==> src/rtl/div_ctrl_pkg.sv <==
// Shared definitions for the restoring divider sequencer:
// FSM state encodings and the default operand width.
package div_ctrl_pkg;

    localparam int NBIT_DEF = 16;

    typedef enum logic [2:0] {
        IDLE  = 3'd0,
        LOAD  = 3'd1,
        SHIFT = 3'd2,
        TEST  = 3'd3,
        DONE  = 3'd4
    } div_state_e;

endpackage

==> src/rtl/div_iter_cnt.sv <==
// Iteration down-counter for the divider sequencer.
// Loads NBIT, decrements once per iteration, flags the final one.
module div_iter_cnt #(
    parameter int NBIT = 16
) (
    input  logic clk_i,
    input  logic clr_i,
    input  logic load_i,
    input  logic dec_i,
    output logic last_o
);

    localparam int CW = $clog2(NBIT + 1);

    logic [CW-1:0] cnt_q;
    logic [CW-1:0] cnt_d;

    always_comb begin
        cnt_d = cnt_q;
        if (load_i) begin
            cnt_d = CW'(NBIT);
        end else if (dec_i && (cnt_q != '0)) begin
            cnt_d = cnt_q - CW'(1);
        end
    end

    always_ff @(posedge clk_i) begin
        if (clr_i) begin
            cnt_q <= '0;
        end else begin
            cnt_q <= cnt_d;
        end
    end

    // cnt_q == 1 means the iteration now in TEST is the last one
    assign last_o = (cnt_q == CW'(1));

endmodule

==> src/rtl/div_ctrl.sv <==
// Sequencer for the restoring shift-subtract divider.
// Drives A/Q/M shift registers; datapath samples on the following negedge.
module div_ctrl
    import div_ctrl_pkg::*;
#(
    parameter int nBit = NBIT_DEF
) (
    input  logic clk,
    input  logic clr,
    input  logic start,
    input  logic divisor_zero,
    input  logic borrow,
    input  logic q_msb,
    output logic a_clr,
    output logic a_load,
    output logic a_sl,
    output logic a_shift_in,
    output logic q_load,
    output logic q_sl,
    output logic q_shift_in,
    output logic m_load,
    output logic busy,
    output logic done,
    output logic dbz
);

    div_state_e state_q;
    div_state_e state_d;
    logic       dbz_q;
    logic       dbz_d;
    logic       cnt_load;
    logic       cnt_dec;
    logic       cnt_last;

    div_iter_cnt #(
        .NBIT   (nBit)
    ) u_cnt (
        .clk_i  (clk),
        .clr_i  (clr),
        .load_i (cnt_load),
        .dec_i  (cnt_dec),
        .last_o (cnt_last)
    );

    always_ff @(posedge clk) begin
        if (clr) begin
            state_q <= IDLE;
            dbz_q   <= 1'b0;
        end else begin
            state_q <= state_d;
            dbz_q   <= dbz_d;
        end
    end

    always_comb begin
        state_d    = state_q;
        dbz_d      = dbz_q;
        cnt_load   = 1'b0;
        cnt_dec    = 1'b0;
        a_clr      = 1'b0;
        a_load     = 1'b0;
        a_sl       = 1'b0;
        a_shift_in = 1'b0;
        q_load     = 1'b0;
        q_sl       = 1'b0;
        q_shift_in = 1'b0;
        m_load     = 1'b0;
        busy       = 1'b0;
        done       = 1'b0;
        unique case (state_q)
            IDLE: begin
                if (start) begin
                    state_d = LOAD;
                    dbz_d   = 1'b0;
                end
            end
            LOAD: begin
                a_clr  = 1'b1;
                q_load = 1'b1;
                m_load = 1'b1;
                busy   = 1'b1;
                if (divisor_zero) begin
                    state_d = DONE;
                    dbz_d   = 1'b1;
                end else begin
                    state_d  = SHIFT;
                    cnt_load = 1'b1;
                end
            end
            SHIFT: begin
                a_sl       = 1'b1;
                a_shift_in = q_msb;
                busy       = 1'b1;
                state_d    = TEST;
            end
            TEST: begin
                // on borrow A keeps its shifted value (restore by not loading)
                q_sl       = 1'b1;
                q_shift_in = ~borrow;
                a_load     = ~borrow;
                busy       = 1'b1;
                if (cnt_last) begin
                    state_d = DONE;
                end else begin
                    state_d = SHIFT;
                    cnt_dec = 1'b1;
                end
            end
            DONE: begin
                done    = 1'b1;
                state_d = IDLE;
            end
            default: begin
                state_d = IDLE;
            end
        endcase
    end

    assign dbz = dbz_q;

endmodule

==> config.mk <==
export PLATFORM = sky130hd
export DESIGN_NAME = div_ctrl
export DESIGN_NICKNAME = d
export VERILOG_FILES = /design/src/rtl/div_ctrl_pkg.sv /design/src/rtl/div_iter_cnt.sv /design/src/rtl/div_ctrl.sv
export SDC_FILE = /design/constraint.sdc
export NUM_CORES = 1
export LEC_CHECK = 0
export ABC_AREA = 1
export CAP_MARGIN = 20
export CORE_MARGIN = 10
export CORE_UTILIZATION = 45
export CTS_BUF_LIST = sky130_fd_sc_hd__clkbuf_16
export DETAILED_ROUTE_END_ITERATION = 16
export PLACE_DENSITY = 0.76
export SLEW_MARGIN = 10
export SYNTH_ARGS = -nofsm -noshare
export SYNTH_HDL_FRONTEND = slang
export SYNTH_SLANG_ARGS = --single-unit
==> constraint.sdc <==
create_clock -name clk -period 1.5 [get_ports clk]
set_input_delay 0.3 -clock clk [delete_from_list [all_inputs] [get_ports clk]]
set_output_delay 0.3 -clock clk [all_outputs]
set_load 0.1 [all_outputs]
==> flow_summary.toml, run 1 <==
[power]
seqPwrFrac_pct = 22.1
leakage_nw = 0.4885
power_density_nw_per_um2 = 1173
intPower_mw = 0.7958
p_clk_share_pct = 37.8
pwr-share-comb_pct = 40.1
ir_drop_uv = 1516
power_switching_share_pct = 37.89
p_sw_mw = 0.4854

[synth]
syn_inst = 91
synth_nets = 100
synth_area_leaders = "dfxtp_1 (30%), nand2_1 (13%), inv_1 (10%)"
synth_largest_area_cell = "dfxtp_1"
syn_area_um2 = 599.3
yosysUniqueCellTypes = 20
yosysWarnings = 0
ys_seq_area_share_pct = 30.06
synth_top_area_share_pct = 30.06
avgSynthCellArea_um2 = 6.586
ys_ff_latch = 9

[hold_path]
holdPathStages = 2
hp-class = "register to register"

[outcome]
violations = "setup timing"
outcome = "complete, but fails checks"

[drt]
drc_errors = 0
via_count = 707
wl_per_cell_um = 16.59
wl_mm = 2.223
vias_per_cell = 5.276
postRouteAntennaNets = 0
drt_iter0_drc = 9
dr.pass1.iters = 4

[setup_path]
r2r.worst_path.cells = 9
path_max_fanout = 6
worstSetupEndpointType = "output pin"
crit_required_ps = 1200
cp-start-kind = "register"
path_class = "register to output pin"
cp_data_arrival_time_ps = 1210

[finish]
layout-drive-gt1-share_pct = 40.34
area_delta_synth_final_pct = 82.26
fill_cells = 73
final_nets = 129
diodes = 0

[die]
die_w_um = 56.50
start_util_pct = 46.64
row_count = 13
io_pins = 17
die_area_um2 = 3192
die_h_um = 56.50
coreArea_um2 = 1285

[global_routing]
grt_use_total_pct = 12.34
grt_max_degree = 7
grt-ovfl-total = 0
grt_pass1_wl_mm = 3.208
grt_pass1_vias = 683
antenna_found_initial = 0

[sta]
rsz0062_at_grt = "yes"
post-route-period-util_pct = 100.9
slew-limit-headroom_pct = 81.93
max_freq_mhz = 660.6
finClkSkew_ps = 1.197
fin_crit_ps = 1514
drv_slew = 0
fin_ws_ps = -13.70
worst_pin_slew_ps = 270.5
hold-worst-slack_ps = 500.1
hold_viol = 0
setup_viol_count_final = 3

[placed_design]
hpwl_mm = 1.250
io_buffers = 16
gp_congestion = 0.8394
place_ws_ps = 88.55

[clocking]
cts_tree = "built"
cts_root_buffer = "clkbuf_16"
cts.htree.levels = 1
cts_made_buffers = 3
cts_buffer_depth = 2
worstSkewPairLatency_ps = 240
clk_pin_slew_worst_paths_ps = 40
cts.sinks = 9

[run]
cap_violations = 0
-- cell usage in the layout, fill, tap and decap left out --
cell | netlist | layout
a21oi_1 | 6 | 6
a31oi_1 | 1 | 1
buf_12 | 0 | 11
buf_4 | 3 | 10
buf_6 | 0 | 1
clkbuf_16 | 0 | 3
clkdlybuf4s50_1 | 0 | 5
clkinv_2 | 0 | 1
dfxtp_1 | 9 | 6
dfxtp_2 | 0 | 1
dfxtp_4 | 0 | 2
ha_1 | 3 | 3
inv_1 | 16 | 11
inv_2 | 1 | 5
inv_4 | 0 | 1
nand2_1 | 21 | 20
nand2_2 | 2 | 1
nand2_4 | 1 | 3
nand3_1 | 5 | 5
nand3b_1 | 1 | 1
nand4_1 | 2 | 2
nor2_1 | 11 | 7
nor2_2 | 2 | 3
nor2_4 | 2 | 5
nor3_1 | 2 | 1
nor3_4 | 0 | 1
nor3b_1 | 1 | 1
xnor2_1 | 1 | 1
xor2_1 | 1 | 1
-- cells in the mapped netlist, drive strengths merged --
library cell / n
xnor2: 1
dfxtp: 9
nor2: 15
nand3: 5
nand2: 24
inv: 17
nor3b: 1
nor3: 2
xor2: 1
a21oi: 6
buf: 3
nand3b: 1
ha: 3
nand4: 2
a31oi: 1
-- final cells by class --
type                    count  area (um2)  area share [%]
flip-flops and latches      9       188.9           17.30
inverters                  17       66.31           6.071
repair buffers             27       356.6           32.65
clock inverters             1       5.005          0.4582
well taps                  15       18.77           1.718
multi-input cells          62       381.6           34.94
clock buffers               3       75.07           6.873
-- final timing paths --
check / start / to / slack [ps]
max: state_q[0] / done / -10
min: dbz / dbz / 500
max reg2reg: u_cnt.cnt_q[1] / u_cnt.cnt_q[0] / 80
min reg2reg: dbz / dbz / 500
-- stage by stage --
stage / util (%) / cells / cell area, um2 / setup TNS [ps] / total power [mW]
after floorplan: - / 91 / 649.4 / -7155 / 0.5830
after detailed placement: 72.05 / 122 / 925.9 / 0 / 0.7459
after global placement: 72.05 / 122 / 925.9 / 0 / 0.7393
after CTS: 79.65 / 128 / 1023 / -6.345 / 1.232
final: 85.00 / 134 / 1092 / -27.38 / 1.281
after global routing: 85.00 / 134 / 1092 / -211.5 / 1.308
-- worst max-delay path: stages (launching register included) --
cell,delay (ps)
dfxtp_4,370
buf_4,150
nor3_4,250
buf_12,210
-- kinds of logic after synthesis --
logic type,after synthesis,synth area share [%]
compound gates,7,6.055
flops,9,30.06
xor+xnor,2,2.923
fa+ha+maj,3,6.264
simple gates,50,40.29
buf+inv,20,14.40
-- power by group through the flow --
stage                     sequential [mW]  clock, mW  combinational (mW)
after floorplan                     0.311          0               0.272
after global placement              0.280          0               0.459
after detailed placement            0.282          0               0.464
after CTS                           0.279      0.478               0.476
after global routing                0.286      0.491               0.531
final                               0.283      0.485               0.513
-- registers in the layout (all words and copies together), names as in the netlist --
name         cells
u_cnt.cnt_q      5
state_q          3
dbz              1
-- metal layers --
| metal | part of all wire (%) | vias to the layer above | GRT usage (%) |
|---|---|---|---|
| met2 | 50 | 36 | 20.85 |
| met3 | 6.0 | 8 | 3.146 |
| met1 | 40 | 328 | 13.75 |
| met5 | 0 | - | 0 |
| met4 | 3.6 | 0 | 6.186 |
| li1 | - | 335 | - |
-- what timing repair did --
| action | 4_1_cts | 5_1_grt |
|---|---|---|
| gates resized for setup | 2 | 9 |
| endpoints found under the setup margin | 3 | 7 |
| setup buffers | 2 | 6 |
| pin swaps | 2 | 5 |
| hold buffers | 0 | 0 |
Note: power is estimated with default switching activity, not from simulation.
==> run 2: changes to the inputs <==
--- a/config.mk
+++ b/config.mk
@@ -7,10 +7,10 @@
 export LEC_CHECK = 0
 export ABC_AREA = 1
 export CAP_MARGIN = 20
-export CORE_MARGIN = 10
-export CORE_UTILIZATION = 45
+export CORE_AREA = 2 2 39 41
 export CTS_BUF_LIST = sky130_fd_sc_hd__clkbuf_16
 export DETAILED_ROUTE_END_ITERATION = 16
+export DIE_AREA = 0 0 41 43
 export PLACE_DENSITY = 0.76
 export SLEW_MARGIN = 10
 export SYNTH_ARGS = -nofsm -noshare
==> constraint.sdc (replaced) <==
create_clock -name clk -period 1.89 [get_ports clk]
set_input_delay 0.378 -clock clk [delete_from_list [all_inputs] [get_ports clk]]
set_output_delay 0.378 -clock clk [all_outputs]
set_load 0.1 [all_outputs]
==> flow_summary.toml, run 2 (synthesized netlist as in run 1, its figures left out) <==
[sta]
drv_slew = 0
finClkSkew_ps = 4.031
hold_viol = 0
fin_crit_ps = 1730
setup_viol_count_final = 0
fin_setup_tns_ps = 0
rsz0062_at_grt = "no"
slew-limit-headroom_pct = 73.59
hold-worst-slack_ps = 479.2
fin_ws_ps = 159.5
worst_pin_slew_ps = 395.7
post-route-period-util_pct = 91.56
max_freq_mhz = 577.9

[clocking]
worstSkewPairLatency_ps = 240
ctsResizeCount = 0
holdBufCountCts = 0
cts_root_buffer = "clkbuf_16"
cts.sinks = 9
cts_tree = "built"
cts_buffer_depth = 2
cts_made_buffers = 3
post_cts_buffers = 0
cts.htree.levels = 1
clk_pin_slew_worst_paths_ps = 40

[power]
power_density_nw_per_um2 = 963.2
ir_drop_uv = 692.9
leakage_nw = 0.4197
power.total_mw = 0.9352

[finish]
fin_area_um2 = 970.9
multiInputGateArea_um2 = 362.8
final_util_pct = 70.16
top_register = "u_cnt.cnt_q"
area_delta_synth_final_pct = 62.00
diodes = 0
layout-drive-gt1-share_pct = 27.78
fill_cells = 104
final_nets = 118
layout_common_cells = "nand2_1 (21), inv_1 (16), buf_12 (10), nor2_1 (7), dfxtp_1 (7)"
layout_commonest_cell = "nand2_1"
layoutNonFillerInstCount = 124
largest_reg_flops = 5
regArea_um2 = 187.7

[drt]
via_count = 620
wl_per_cell_um = 11.52
vias_per_cell = 5.000
drc_errors = 0
wl_mm = 1.429
drt_iter0_drc = 12
dr.pass1.iters = 4
postRouteAntennaNets = 0

[setup_path]
worstSetupEndpointType = "output pin"
r2r.worst_path.cells = 8
reg2reg_from = "state_q[2]"
rrSetupSlack_ps = 310
path_max_fanout = 6
slowest_delay_ps = 350
crit_end = "a_shift_in"
cp_cell_sequence = "inv_2, nand2_1, nor2_4, inv_1, nor2_4, buf_12"
r2r-end = "u_cnt.cnt_q[4]"
cp_data_arrival_time_ps = 1350
startpoint = "state_q[2]"
cp-start-kind = "register"
slowest_stage = "dfxtp_1"
path_class = "register to output pin"
timing.critical_path.mode_cell = "nor2_4"
crit_required_ps = 1510

[placed_design]
gp_congestion = 0.8467
io_buffers = 16
place_area_um2 = 892.1
place_inst = 120
hpwl_mm = 1.108
place_ws_ps = 327.0

[die]
die_area_um2 = 1763
row_count = 14
start_util_pct = 43.31
die_h_um = 43
coreArea_um2 = 1384
die_w_um = 41
io_pins = 17

[global_routing]
grt-ovfl-total = 0
grt_max_degree = 7
grt_pass1_wl_mm = 2.421
grt_pass1_vias = 575
grt_use_total_pct = 20.75
antenna_found_initial = 0

[hold_path]
holdPathStages = 2
hp-class = "register to register"

[outcome]
outcome = "completed"

[run]
cap_violations = 0
## run 2: worst max-delay path, delay by kind of cell (launching register included)
family	cells	cell delay [ps]
buffers and inverters	3	400
flip-flops	1	350
AND/OR/NAND/NOR	3	360
## run 2: where the power goes
group	switching (mW)	total, mW	internal, mW
Sequential	0.0150	0.219	0.204
Clock	0.0912	0.367	0.276
Combinational	0.238	0.349	0.111
Total	0.344	0.935	0.591
## run 2: cell type report
type	instances	share of cell area (%)
multi-input combinational	62	37.37
timing repair buffer	16	26.55
sequential	9	19.33
clock buffer	3	7.732
inverter	17	6.572
tap	16	2.062
clock inverter	1	0.3866
## run 2: worst min-delay path by stage
stage | to | start | slack [ps]
final | dbz | dbz | 480
after global routing | dbz | dbz | 490
after CTS | dbz | dbz | 480
after detailed placement | dbz | dbz | 480
after global placement | dbz | dbz | 430
after floorplan | state_q[1] | clr | 440
## run 2: metal layers
| layer | wire length, um | GRT usage [%] | up-vias |
|---|---|---|---|
| li1 | - | - | 311 |
| met1 | 518 | 20.79 | 286 |
| met2 | 814 | 36.88 | 18 |
| met3 | 65 | 4.712 | 5 |
| met4 | 31 | 10.00 | 0 |
| met5 | 0 | 0 | - |
==> run 3: changes to the inputs <==
--- a/config.mk
+++ b/config.mk
@@ -7,11 +7,14 @@
 export LEC_CHECK = 0
 export ABC_AREA = 1
 export CAP_MARGIN = 20
-export CORE_AREA = 2 2 39 41
+export CELL_PAD_IN_SITES_DETAIL_PLACEMENT = 2
+export CELL_PAD_IN_SITES_GLOBAL_PLACEMENT = 2
+export CORE_MARGIN = 2
+export CORE_UTILIZATION = 25
 export CTS_BUF_LIST = sky130_fd_sc_hd__clkbuf_16
 export DETAILED_ROUTE_END_ITERATION = 16
-export DIE_AREA = 0 0 41 43
-export PLACE_DENSITY = 0.76
+export HOLD_SLACK_MARGIN = 0.12
+export PLACE_DENSITY_LB_ADDON = 0.1
 export SLEW_MARGIN = 10
 export SYNTH_ARGS = -nofsm -noshare
 export SYNTH_HDL_FRONTEND = slang
==> flow_summary.toml, run 3 (synthesized netlist as in run 1, its figures left out) <==
[global_routing]
grt_pass1_vias = 668
grt-ovfl-total = 0
antenna_found_initial = 0
grt_pass1_wl_mm = 3.125
grt_max_degree = 7
grt_use_total_pct = 15.47

[setup_path]
worstSetupEndpointType = "output pin"
cp_data_arrival_time_ps = 1390
slowest_delay_ps = 350
slowest_stage = "dfxtp_1"
path_max_fanout = 6
cp-start-kind = "register"
cp_cell_sequence = "inv_2, nand2_1, nor2_4, inv_1, nor2_4, buf_12"
path_class = "register to output pin"
timing.critical_path.mode_cell = "nor2_4"
crit_required_ps = 1510

[hold_path]
hp-class = "register to register"

[sta]
rsz0062_at_grt = "no"
drv_slew = 0
fin_setup_tns_ps = 0
finClkSkew_ps = 0.4561
post-route-period-util_pct = 93.68
setup_viol_count_final = 0
max_freq_mhz = 564.8
hold_viol = 0
slew-limit-headroom_pct = 72.86
fin_crit_ps = 1770
worst_pin_slew_ps = 406.7

[power]
ir_drop_uv = 697.1
power.total_mw = 0.9493
leakage_nw = 0.4183
power_density_nw_per_um2 = 961.6

[die]
die_area_um2 = 2805
row_count = 17
io_pins = 17
die_h_um = 52.96
die_w_um = 52.96
coreArea_um2 = 2233
start_util_pct = 26.83

[run]
cap_violations = 0

[finish]
top_register = "u_cnt.cnt_q"
area_delta_synth_final_pct = 64.72
largest_reg_flops = 5
layout_common_cells = "nand2_1 (21), inv_1 (15), buf_12 (10), nor2_1 (7), dfxtp_1 (7)"
final_nets = 118
layoutNonFillerInstCount = 136
layout-drive-gt1-share_pct = 28.70
diodes = 0
layout_commonest_cell = "nand2_1"
fill_cells = 260
fin_area_um2 = 987.2

[placed_design]
place_area_um2 = 907.1
gp_congestion = 0.7506
place_inst = 132
hpwl_mm = 1.330
io_buffers = 16

[clocking]
holdBufCountCts = 0
ctsResizeCount = 0
cts_root_buffer = "clkbuf_16"
post_cts_buffers = 0
cts_tree = "built"
worstSkewPairLatency_ps = 230
clk_pin_slew_worst_paths_ps = 40
cts_buffer_depth = 2
cts.htree.levels = 1
cts.sinks = 9
cts_made_buffers = 3

[drt]
wl_mm = 1.831
via_count = 625
drc_errors = 0
wl_per_cell_um = 13.46
vias_per_cell = 4.596
postRouteAntennaNets = 0
drt_iter0_drc = 0
dr.pass1.iters = 1

[outcome]
outcome = "completed"
run 3: cell types whose count changed in the layout (fill, tap and decap cells not counted):
cell      before  now
clkinv_2       0    1
inv_1         16   15
run 3: critical path: cells and delay by family, from the launching register on:
kind	cells	cell delay, ps
buffers and inverters	3	410
AND/OR/NAND/NOR	3	390
flip-flops	1	350
run 3: cell type report:
type                    instances  area [um2]  area share, %
clock buffers                   3       75.07          7.605
clock inverters                 1       5.005         0.5070
inverters                      17       63.81          6.464
multi-input cells              62       362.8          36.76
flip-flops and latches          9       187.7          19.01
well taps                      28       35.03          3.549
repair buffers                 16       257.7          26.11
run 3: layer usage:
metal | vias to the layer above | track usage [%] | wire [um]
li1 | 311 | - | -
met1 | 298 | 20.55 | 863
met2 | 14 | 25.00 | 904
met3 | 2 | 2.825 | 58
met4 | 0 | 5.128 | 4
met5 | - | 0 | 0
run 3: report_power, final:
| group | total, mW | switching, mW | internal [mW] |
|---|---|---|---|
| registers | 0.221 | 0.0173 | 0.204 |
| logic | 0.352 | 0.241 | 0.111 |
| clock network | 0.376 | 0.0966 | 0.279 |
run 3: metrics by stage:
| stage | hold WS, ps | utilization, % | worst slack, ps |
|---|---|---|---|
| floorplan | 437.7 | - | -397.3 |
| global placement | 442.3 | 40.62 | 329.0 |
| detailed placement | 440.8 | 40.62 | 299.7 |
| CTS | 467.6 | 44.20 | 103.8 |
| global route | 493.6 | 44.20 | 33.48 |
| finish | 467.4 | 44.20 | 119.5 |
run 3: path summary, 6_finish.rpt:
kind                            depth (start not counted)             end  slack [ps]       start
worst min-delay path                                    2             dbz         470         dbz
worst max-delay path                                    6      a_shift_in         120  state_q[2]
worst min register to register                          2             dbz         470         dbz
worst max register to register                          8  u_cnt.cnt_q[4]         300  state_q[2]
==> patch 1: new RTL, settings of run 1 <==
The package constant `NBIT_DEF` goes from 16 to 32.
--- a/src/rtl/div_ctrl_pkg.sv
+++ b/src/rtl/div_ctrl_pkg.sv
@@ -2,7 +2,7 @@
 // FSM state encodings and the default operand width.
 package div_ctrl_pkg;
 
-    localparam int NBIT_DEF = 16;
+    localparam int NBIT_DEF = 32;
 
     typedef enum logic [2:0] {
         IDLE  = 3'd0,
Behaviour: no difference found for any inputs over 10 cycles, from zero or initial values; that may be too few to reach the edited logic, so the function may still have changed.
==> patch 1 against run 1 <==
  * Design area rose by 0.92%
  * Final cell count fell by 7.5%
  * First-iteration DRC count rose by 11%
  * Largest power group is now the clock network
  * Area after synthesis rose by 6.9%
  * Routed wire length fell by 23%
  * Total power fell by 16%
  * Worst setup slack improved by 0.018 ns
  * Count of clock-buffer cells in the layout did not move
  * Global-route usage fell by 1.3 points
  * Sequential cell count rose by 1
==> patch 1: results <==
[status]
outcome = completed

[finish]
multi_input_area_um2 = 403
multi_input_gates = 57
fin_nets = 119
largest_reg_flops = 6
nFillCells = 69
seq_area_um2 = 206

[routing]
drt_iter0_markers = 10
routedWlPerCell_um = 13.9
met1_length_um = 630
vias = 632
met2_length_um = 957

[global_routing]
grt_pass1_vias = 661
use_met1 = 0.0973
grt_util_met3 = 0.0305

[yosys]
yosysSeqAreaShare = 0.313
synth_area_leaders = dfxtp_1, inv_1, nor2_1, a21oi_2, nand2_1
synth_xor_area_frac = 0.0273

[worst_setup_path]
cp-endpoint = a_clr
cpPeakStageDelay_ns = 0.33

[power_and_ir_drop]
power.internal_mw = 0.736
p_leak_nw = 0.494

[hold_path]
hold_depth = 1
hold_start = state_q[0]

[timing]
clock_skew_ns = 0.00268
whs_ns = 0.500

[placed_design]
place_area_um2 = 957
place_hpwl_um = 1260
[patch 1: cell count changes after synthesis, sizes merged, moves of 2 or more]
cell	run 1	this run
nand2	24	12
a21oi	6	9
nand3	5	8
nor2	15	17
[patch 1: power groups by stage]
stage / sequential [mW] / combinational [mW] / clock (mW)
after global routing: 0.295 / 0.338 / 0.479
after CTS: 0.292 / 0.318 / 0.466
after floorplan: 0.305 / 0.216 / 0
after global placement: 0.296 / 0.303 / 0
final: 0.293 / 0.324 / 0.464
after detailed placement: 0.297 / 0.307 / 0
[patch 1: metrics by stage]
| stage | total power, mW | cells | util |
|---|---|---|---|
| final | 1.08 | 124 | 0.837 |
| after global routing | 1.11 | 124 | 0.837 |
| after floorplan | 0.522 | 87 | - |
| after global placement | 0.598 | 115 | 0.726 |
| after detailed placement | 0.603 | 115 | 0.726 |
| after CTS | 1.08 | 122 | 0.808 |
[patch 1: what timing repair did]
action	4_1_cts	5_1_grt
setup buffers	4	2
setup endpoints to repair	6	7
pin swaps	4	3
gates resized for setup	1	8
==> patch 2: new RTL, flow settings as in run 1 <==
Without the edit above. Register the output `m_load`, without a reset; this adds one clock of latency there. The other outputs are not delayed to match.
--- a/src/rtl/div_ctrl.sv
+++ b/src/rtl/div_ctrl.sv
@@ -23,6 +23,8 @@
     output logic done,
     output logic dbz
 );
+
+    logic m_load_d;
 
     div_state_e state_q;
     div_state_e state_d;
@@ -64,7 +66,7 @@
         q_load     = 1'b0;
         q_sl       = 1'b0;
         q_shift_in = 1'b0;
-        m_load     = 1'b0;
+        m_load_d   = 1'b0;
         busy       = 1'b0;
         done       = 1'b0;
         unique case (state_q)
@@ -77,7 +79,7 @@
             LOAD: begin
                 a_clr  = 1'b1;
                 q_load = 1'b1;
-                m_load = 1'b1;
+                m_load_d = 1'b1;
                 busy   = 1'b1;
                 if (divisor_zero) begin
                     state_d = DONE;
@@ -118,5 +120,9 @@
 
     assign dbz = dbz_q;
 
+    always_ff @(posedge clk) begin
+        m_load <= m_load_d;
+    end
+
 endmodule
 
Check against the original RTL: not equivalent (a bounded check fails within 4 cycles, from zero or initial values).
==> patch 2 against run 1 <==
  * The run still ends with negative setup slack left
  * Worst setup slack better by 0.0076 ns
  * Final cell count down 7.5%
  * Design area down 3.8%
  * Sequential power up 4%
  * Area after synthesis down 0.84%
  * Routed wire length down 20%
  * Sequential cell count up 1
  * Total power down 18%
  * Clock skew down 0.00083 ns
  * Synthesized cell count down 5.5%
  * Critical endpoint is now a_clr
  * Largest power group is now the clock network
==> patch 2: results <==
[yosys]
syn_area_per_cell_um2 = 6.91
yosys_most_used_dff = dfxtp_1
synth_cell_type_count = 18
synth_common_cells = nand2_1, inv_1, dfxtp_1, nor2_1, a21oi_1
synth_warnings = 0
yosysSeqAreaShare = 0.337
synth_area_leaders = dfxtp_1, nand2_1, inv_1, ha_1, a21oi_1
syn_nets = 95
synthArstFlopShare = 0

[timing]
slew_headroom = 0.802
whs_ns = 0.480
clock_skew_ns = 0.000371
tns_ns = -0.0111
worst_slack_ns = -0.00612
setup_violations = 2

[finish]
antennaDiodeCount = 0
reg_top3 = u_cnt.cnt_q x5, state_q x3
final_layout_size_suffix_gt1_frac = 0.385

[power_and_ir_drop]
irDropWorstVdd_v = 0.000922
p_leak_nw = 0.449
power_density_nw_per_um2 = 1010
powerComb_mw = 0.296
power.internal_mw = 0.733
p_seq_frac = 0.278

[status]
outcome = finished with violations
violations = negative setup slack

[routing]
vias_per_cell = 5.19
routedWlPerCell_um = 14.4
drt_first_pass_iters = 4
drt_iter0_markers = 23
drt-total-wl_um = 1790

[worst_setup_path]
crit_fanout = 5
reg2reg_from = state_q[2]
arrival_ns = 1.21
r2r_setup_slack_ns = 0.09
r2r-end = u_cnt.cnt_q[4]
reg2reg_depth = 9

[placed_design]
gp_congestion = 0.819
place_hpwl_um = 1200
dp.cells = 116
port_buffers = 16
dp_worst_setup_slack_ns = 0.0173
place_area_um2 = 928

[hold_path]
holdPathEnd = u_cnt.cnt_q[1]
hold_class = reg2reg
hold_depth = 2
hold_start = u_cnt.cnt_q[1]

[clock_tree]
h-tree-depth = 1
clk_pin_slew_ns = 0.04
clock_latency_ns = 0.23
cts_buffer_depth = 2
cts_root_buf = clkbuf_16
cts_inserted_buffers = 3

[global_routing]
grt_pass1_wl_um = 2980
antenna_found_initial = 0
grt_max_degree = 7
track_usage = 0.113
grt_pass1_vias = 655
[patch 2: cell type report]
type                            instances  area (um^2)
Fill cell                              79          218
Multi-Input combinational cell         59          379
Sequential cell                        10          209
Timing Repair Buffer                   21          307
Clock buffer                            3         75.1
Clock inverter                          1         3.75
Tap cell                               15         18.8
Inverter                               15         58.8
[patch 2: logic make-up (layout without fill, tap and decap cells)]
kind of cell / Yosys count / after routing / synth area share
compound gates: 9 / 9 / 0.0842
xor+xnor: 2 / 2 / 0.0295
fa+ha+maj: 3 / 3 / 0.0632
buf+inv: 17 / 40 / 0.120
flops: 10 / 10 / 0.337
simple gates: 45 / 45 / 0.366
[patch 2: metal layers]
layer  GRT usage  vias to the layer above  wire length [um]  share of wire
li1            -                      315                 -              -
met1       0.106                      291               638           0.36
met2       0.211                       29               942           0.53
met3      0.0337                        8               129          0.072
met4      0.0653                        0                76          0.043
met5           0                        -                 0              0
[patch 2: critical path, cell delays in order (launching register included)]
cell,delay [ns]
dfxtp_2,0.37
inv_2,0.09
nand2_1,0.12
nor2_4,0.19
buf_12,0.20
[patch 2: repair_timing]
item / CTS / global route
setup endpoints to repair: 5 / 8
gates resized for setup: 2 / 3
hold endpoints to repair: 0 / 0
buffers inserted: 3 / 1
pin swaps: 4 / 0
[patch 2: worst max-delay path by stage]
stage	start	endpoint	slack, ns	cells past startpoint
global placement	borrow	a_load	0.02	3
CTS	state_q[2]	a_clr	0.007	4
finish	state_q[2]	a_clr	-0.006	4
detailed placement	borrow	q_shift_in	0.02	3
floorplan	state_q[1]	a_shift_in	-0.69	4
global route	state_q[1]	a_shift_in	-0.05	5
